<file path="src/rtl/scene_param_bank_if.sv">
// scene_param_bank_if: groups the loader byte stream, frame strobe and renderer read port.
// master: loader/renderer side (drives writes, load_done, frame_start, rd_addr).
// slave : the parameter bank (drives rd_data, flags and the status bits).
interface scene_param_bank_if #(
  parameter int IDX_W = 6
);
  logic             wr_en;
  logic [IDX_W-1:0] wr_idx;
  logic [7:0]       wr_data;
  logic             load_done;
  logic             frame_start;
  logic [4:0]       rd_addr;
  logic [15:0]      rd_data;
  logic [7:0]       flags;
  logic             params_valid;
  logic             overrun;
  logic             csum_err;

  modport master (
    output wr_en, wr_idx, wr_data, load_done, frame_start, rd_addr,
    input  rd_data, flags, params_valid, overrun, csum_err
  );

  modport slave (
    input  wr_en, wr_idx, wr_data, load_done, frame_start, rd_addr,
    output rd_data, flags, params_valid, overrun, csum_err
  );
endinterface

</file>
<file path="src/rtl/scene_param_bank.sv">
// scene_param_bank: double-buffered 55-byte scene parameter bank fed by the UART loader.
// Ports: clk, reset (sync, active-high), bus (slave modport): byte writes, load_done,
//   frame_start, rd_addr in; rd_data (1-clk latency), flags, params_valid, overrun, csum_err out.
// Optional macro PARAM_CHECKSUM_EN: XOR-checks the block before it is allowed to swap in.
module scene_param_bank #(
  parameter int NBYTES = 55,
  parameter int IDX_W  = 6,
  parameter int NWORDS = 27
) (
  input logic               clk,
  input logic               reset,
  scene_param_bank_if.slave bus
);

  localparam logic [IDX_W-1:0] LAST_IDX = IDX_W'(NBYTES - 1);
  localparam logic [4:0]       NW       = 5'(NWORDS);

  logic [7:0]       bank0 [NBYTES];
  logic [7:0]       bank1 [NBYTES];
  logic             bank_sel;     // 0: bank0 active, bank1 shadow
  logic             pending;      // completed load waiting for a frame boundary
  logic             load_done_q;
  logic             rise;
  logic             in_range;
  logic             wr_ok;
  logic             csum_ok;
  logic [IDX_W-1:0] lo_idx;
  logic [IDX_W-1:0] hi_idx;
  logic [7:0]       act_lo;
  logic [7:0]       act_hi;
  logic [7:0]       act_flags;

  assign rise     = bus.load_done & ~load_done_q;
  assign in_range = bus.wr_idx <= LAST_IDX;
  // A write arriving while a swap is pending (including the swap cycle) is dropped.
  assign wr_ok    = bus.wr_en & in_range & ~pending;
  assign lo_idx   = IDX_W'({bus.rd_addr, 1'b0});
  assign hi_idx   = IDX_W'({bus.rd_addr, 1'b1});

  // Active-bank read mux; out-of-range word addresses read as zero.
  always_comb begin
    act_lo    = 8'h00;
    act_hi    = 8'h00;
    act_flags = bank_sel ? bank1[NBYTES-1] : bank0[NBYTES-1];
    if (bus.rd_addr < NW) begin
      act_lo = bank_sel ? bank1[lo_idx] : bank0[lo_idx];
      act_hi = bank_sel ? bank1[hi_idx] : bank0[hi_idx];
    end
  end

`ifdef PARAM_CHECKSUM_EN
  logic [7:0] acc;

  assign csum_ok = (acc == 8'h00);

  // Index 0 restarts the running XOR so each load is checked on its own bytes.
  always_ff @(posedge clk) begin
    if (reset) begin
      acc          <= 8'h00;
      bus.csum_err <= 1'b0;
    end else begin
      if (wr_ok) begin
        acc <= (bus.wr_idx == '0) ? bus.wr_data : (acc ^ bus.wr_data);
      end
      if (rise && !pending && !csum_ok) begin
        bus.csum_err <= 1'b1;
      end
    end
  end
`else
  assign csum_ok      = 1'b1;
  assign bus.csum_err = 1'b0;
`endif

  always_ff @(posedge clk) begin
    if (reset) begin
      for (int i = 0; i < NBYTES; i++) begin
        bank0[i] <= 8'h00;
        bank1[i] <= 8'h00;
      end
      bank_sel         <= 1'b0;
      pending          <= 1'b0;
      load_done_q      <= 1'b0;
      bus.params_valid <= 1'b0;
      bus.overrun      <= 1'b0;
      bus.rd_data      <= 16'h0000;
      bus.flags        <= 8'h00;
    end else begin
      load_done_q <= bus.load_done;

      if (wr_ok) begin
        if (bank_sel) begin
          bank0[bus.wr_idx] <= bus.wr_data;
        end else begin
          bank1[bus.wr_idx] <= bus.wr_data;
        end
      end

      if (bus.wr_en && in_range && pending) begin
        bus.overrun <= 1'b1;
      end

      // Swap has priority; a rise seen while already pending adds nothing.
      if (bus.frame_start && pending) begin
        bank_sel         <= ~bank_sel;
        pending          <= 1'b0;
        bus.params_valid <= 1'b1;
      end else if (rise && !pending && csum_ok) begin
        pending <= 1'b1;
      end

      // Reads use the pre-swap selection, so the swap cycle still returns old data.
      bus.rd_data <= {act_hi, act_lo};
      bus.flags   <= act_flags;
    end
  end

endmodule
</file>
<file path="src/flat_wrapper.sv">
// flat-port wrapper written by rule: the top's interface ports become plain ports
module scene_param_bank_flat 
#(
  parameter int NBYTES = 55,
  parameter int IDX_W  = 6,
  parameter int NWORDS = 27
)
  (clk, reset, bus_wr_en, bus_wr_idx, bus_wr_data, bus_load_done, bus_frame_start, bus_rd_addr, bus_rd_data, bus_flags, bus_params_valid, bus_overrun, bus_csum_err);
  scene_param_bank_if #(.IDX_W(IDX_W)) bus_i ();
  input logic clk;
  input logic reset;
  input wire logic [$bits(bus_i.wr_en)-1:0] bus_wr_en;
  input wire logic [$bits(bus_i.wr_idx)-1:0] bus_wr_idx;
  input wire logic [$bits(bus_i.wr_data)-1:0] bus_wr_data;
  input wire logic [$bits(bus_i.load_done)-1:0] bus_load_done;
  input wire logic [$bits(bus_i.frame_start)-1:0] bus_frame_start;
  input wire logic [$bits(bus_i.rd_addr)-1:0] bus_rd_addr;
  output wire logic [$bits(bus_i.rd_data)-1:0] bus_rd_data;
  output wire logic [$bits(bus_i.flags)-1:0] bus_flags;
  output wire logic [$bits(bus_i.params_valid)-1:0] bus_params_valid;
  output wire logic [$bits(bus_i.overrun)-1:0] bus_overrun;
  output wire logic [$bits(bus_i.csum_err)-1:0] bus_csum_err;
  assign bus_i.wr_en = bus_wr_en;
  assign bus_i.wr_idx = bus_wr_idx;
  assign bus_i.wr_data = bus_wr_data;
  assign bus_i.load_done = bus_load_done;
  assign bus_i.frame_start = bus_frame_start;
  assign bus_i.rd_addr = bus_rd_addr;
  assign bus_rd_data = bus_i.rd_data;
  assign bus_flags = bus_i.flags;
  assign bus_params_valid = bus_i.params_valid;
  assign bus_overrun = bus_i.overrun;
  assign bus_csum_err = bus_i.csum_err;
  scene_param_bank #(.NBYTES(NBYTES), .IDX_W(IDX_W), .NWORDS(NWORDS)) u_core (.clk(clk), .reset(reset), .bus(bus_i));
endmodule
</file>
<file path="config.mk">
export PLATFORM = sky130hd
export DESIGN_NAME = scene_param_bank_flat
export DESIGN_NICKNAME = d
export VERILOG_FILES = /design/src/rtl/scene_param_bank_if.sv /design/src/rtl/scene_param_bank.sv /design/src/flat_wrapper.sv
export SDC_FILE = /design/constraint.sdc
export NUM_CORES = 1
export LEC_CHECK = 0
export BUFFER_PORTS_ARGS = -buffer_cell sky130_fd_sc_hd__buf_2
export CAP_MARGIN = 20
export CORE_MARGIN = 2
export CORE_UTILIZATION = 30
export DETAILED_ROUTE_END_ITERATION = 16
export PLACE_DENSITY = 0.5
export SLEW_MARGIN = 30
export SYNTH_ARGS = -nofsm -noshare
export SYNTH_HDL_FRONTEND = slang
export SYNTH_SLANG_ARGS = --single-unit
</file>
<file path="constraint.sdc">
create_clock -name clk -period 1.9 [get_ports clk]
set_input_delay 0.285 -clock clk [delete_from_list [all_inputs] [get_ports clk]]
set_output_delay 0.285 -clock clk [all_outputs]
set_load 0.03 [all_outputs]
</file>
* After elaboration in Yosys (flattened, before gate mapping)
Memory sizes are Yosys's and may differ from the RTL's.
Index checks and enable logic that the tools add are counted.
Widths: inputs -> output; s select.
** Storage, ports and cells
- Register bits :: 29
- RAM bits :: 880
- Input port bits :: 24
- Output and inout port bits :: 27
- Word-level logic and storage cells :: 46
- Memories kept :: 2
** Operators by class
- Order comparisons :: 2
- Mux-type cells :: 19
- Bitwise logic cells :: 7
- Reductions and logical operators :: 9
** Memory list
- u_core.bank0 :: depth 55, width 8, rd ports 3, clocked after memory_dff 0, wr ports 55, RTL line scene_param_bank.sv:18 : logic [7:0] bank0 [NBYTES];
- u_core.bank1 :: depth 55, width 8, rd ports 3, clocked after memory_dff 0, wr ports 55, RTL line scene_param_bank.sv:19 : logic [7:0] bank1 [NBYTES];
** Operator list (number)
- $mux 8 :: 5
- $reduce_or 8->1 :: 2
- $mux 1 :: 12
- $mux 6 :: 2
- $le 6x6->1 const B :: 1
- $lt 5x5->1 const B :: 1
- $logic_and 1x1->1 :: 4
- $not 1->1 :: 4
- $reduce_or 2->1 :: 2
- $and 1x1->1 :: 3
- $logic_not 1->1 :: 1

* Depth between registers and ports, before layout
- Depth in word-level cells :: 8
- Gate-level depth with buffers :: 9
- Depth with buffers taken out :: 5

* Worst setup path after synthesis
Ideal clock, no wire load.
- Path type :: input to register
- Start :: input port bus_rd_addr[1]
- End :: register u_core.bus.rd_data[10]
- Setup time :: 0.135 ns
- Data arrival time :: 1.876 ns
- Data required time :: 1.765 ns
- Slack :: -0.111 ns
- Stages on the path :: 8
- Buffers on the path :: 4
- Path through :: buf_2 buf_2 clkbuf_1 buf_2 mux2i_1 nor2_1 a2111oi_1 nor3_1
** Between the ends
- Word-level cells in the longest chain between the ends :: 3
- Elaborated cells on any way between the ends :: 6
- Classes of those cells :: 1 x order compare; 1 x mux; 1 x bitwise; 1 x reduce/logical; 2 x memory
** RTL lines
- start: declaration :: RTL line flat_wrapper.sv:17 : input wire logic [$bits(bus_i.rd_addr)-1:0] bus_rd_addr;
- parallel branches: the longest is 3 deep, another holds $mem_v2 55x8
- end signal: assignment :: RTL line scene_param_bank.sv:113 : bus.rd_data <= {act_hi, act_lo};
- end: declaration :: RTL line scene_param_bank_if.sv:26 : output rd_data, flags, params_valid, overrun, csum_err
Several ways; the timed one is not identified.
A chain may end at the register's enable or synchronous reset.

==> flow_metrics.py <==
metrics = {
    "global_route": {
        "grt_usage": 0.1585,
        "antenna_found_initial": 6,
        "grt_pass1_vias": 27300,
        "grt-ovfl-total": 0,
        "grt_pass1_wl_um": 189300,
        "grt_max_degree": 96,
    },
    "cts": {
        "root_buffer": "clkbuf_16",
        "numCtsBuffers": 110,
        "path_clk_slew_ps": 60,
        "h-tree-depth": 3,
        "cts_buffer_depth": 3,
        "cts_sinks": 1053,
        "cts_tree": "done",
        "clock_latency_ps": 710,
    },
    "sta": {
        "period_minus_slack_ps": 2013,
        "finalWorstSetupSlack_ps": -113.0,
        "tns_ps": -474.4,
        "hold_violations": 0,
        "fmax_ghz": 0.4968,
        "fin_hold_ws_ps": 48.82,
        "skew_ps": 24.93,
        "finalCritPeriodShare": 1.059,
        "maxSlewHeadroom": 0.3935,
        "worstMarginPinSlew_ps": 886.8,
        "rsz0062_at_grt": "true",
        "setup_viol": 11,
        "maxSlewViolCount": 0,
    },
    "worst_setup_path": {
        "crit_type": "reg2reg",
        "critPathRequiredTime_ps": 2490,
        "worstPathArrival_ps": 2600,
        "end_kind": "flip-flop",
        "path_max_fanout": 1,
        "start_kind": "flip-flop",
    },
    "worst_hold_path": {
        "hold_path_class": "in2reg",
    },
    "power_and_ir_drop": {
        "power_leakage_nw": 21.36,
        "peakVddDrop_mv": 0.6925,
        "power_density_nw_per_um2": 923.1,
    },
    "drt": {
        "first_iter_violations": 2230,
        "first_pass_iters": 5,
        "vias_per_cell": 4.665,
        "num_vias": 26470,
        "routed_wl_um": 128500,
        "wl_per_cell_um": 22.65,
        "drc": 0,
        "antenna_left": 0,
    },
    "layout": {
        "mostFrequentLayoutCells": "edfxtp_1, and2_1, buf_4",
        "fin_cells": 5673,
        "layout-drive-gt1-share": 0.2715,
        "regArea_um2": 31340,
        "multiInputGateArea_um2": 16130,
        "fin_util": 0.3674,
        "area_growth_pct": 21.35,
        "fill_cells": 14800,
        "final_nets": 3545,
        "final_common_cell": "edfxtp_1",
    },
    "die": {
        "initial_core_util": 0.3028,
        "die_x_um": 401.7,
        "io_pins": 51,
        "die_area_um2": 161400,
        "core-area_um2": 156800,
        "fp.dieH_um": 401.7,
        "num_rows": 145,
    },
    "yosys": {
        "synth_cell_type_count": 38,
        "synth_top_area_cell": "edfxtp_1",
        "synth_warnings": 0,
        "synth_area_per_cell_um2": 15.38,
        "synth_edf_count": 1024,
        "synthCells": 3085,
        "synth_area_leaders": "edfxtp_1, and2_1, mux4_2",
        "synth_area_um2": 47460,
        "synth_top_area_share": 0.6479,
        "synth_flop_cell": "edfxtp_1",
        "yosysSeqAreaShare": 0.6601,
        "async_reset_ff_frac": 0,
        "synth.ff_latch_count": 1053,
    },
    "outcome": {
        "failed_checks": "negative setup slack",
        "status": "complete, but fails checks",
    },
    "run": {
        "cap_violations": 0,
    },
    "placement": {
        "pre_cts_ws_ps": -1039,
        "dp_cells": 5465,
        "io_buffers": 49,
        "hpwl_um": 87130,
        "gp_congestion": 0.7874,
    },
}
worst paths after layout:
check / start / endpoint / slack [ps] / depth (start not counted)
setup / recovery: u_core.bank0[21][2] / u_core.bus.rd_data[10] / -110 / 5
hold / removal: bus_wr_data[2] / u_core.bank1[60][2] / 50 / 1
setup reg to reg: u_core.bank0[21][2] / u_core.bus.rd_data[10] / -110 / 5
hold reg to reg: u_core.bus.params_valid / u_core.bus.params_valid / 470 / 2
power breakdown:
| part | total (W) | internal (W) | switching [W] | leakage [nW] |
|---|---|---|---|---|
| logic | 0.00429 | 0.00177 | 0.00253 | 8.81 |
| registers | 0.0268 | 0.0264 | 0.000376 | 10.8 |
| clock network | 0.0221 | 0.0129 | 0.00921 | 1.77 |
metal layers:
metal,routed length [um],GRT usage
met1,58180,0.2214
met2,60550,0.2550
met3,7181,0.02726
met4,2582,0.04214
met5,0,0
sequential cells by signal, indices dropped and copies added (netlist names), 8 cells and up:
register and flops:
u_core.bus.rd_data 16, u_core.bus.flags 8, u_core.bank1 512, u_core.bank0 512
cell type report:
type	instances	area share
sequential	1053	0.5441
antenna	2	0.00008690
clock inverter	74	0.01347
inverter	3	0.0001955
multi-input combinational	1939	0.2801
clock buffer	130	0.04981
timing repair buffer	414	0.06756
tap	2058	0.04471
logic make-up after synthesis:
kind of cell | Yosys count | share of synthesized area
DFF | 1053 | 0.6601
AOI/OAI and AO/OA | 182 | 0.02903
xor gates and xnor gates | 1 | 0.0001846
muxes | 360 | 0.1312
other | 1 | 0.00007901
buffers and inverters | 237 | 0.02386
and+or+nand+nor | 1251 | 0.1555
through the flow:
stage / area (um^2) / total power [W]
2_1_floorplan: 48130 / 0.02935
4_1_cts: 57340 / 0.05370
6_report: 57590 / 0.05316
5_1_grt: 57590 / 0.05488
3_5_place_dp: 53360 / 0.03138
3_3_place_gp: 53350 / 0.03137
synthesized netlist by cell type (29+ instances only):
cell	count
edfxtp_1	1024
a211oi_1	32
and2_1	880
nor2b_1	35
buf_2	32
mux4_2	208
dfxtp_1	29
clkbuf_1	157
nor2_1	156
or2_2	111
a21oi_1	51
mux2i_1	136
timing repair:
item                                    CTS  global route
endpoints found under the hold margin     7             0
resized for setup                        56            70
endpoints found under the setup margin   29           403
hold buffers                              5             0
pin swaps                                14            19
setup buffers                             1             0
worst max-delay path, cell delays in order (launching register included):
cell,delay (ps)
edfxtp_1,370
mux4_2,510
mux2i_2,270
a21oi_1,160
a2111oi_4,490
nor3_1,80
Note: power is estimated with default switching activity, not from simulation.
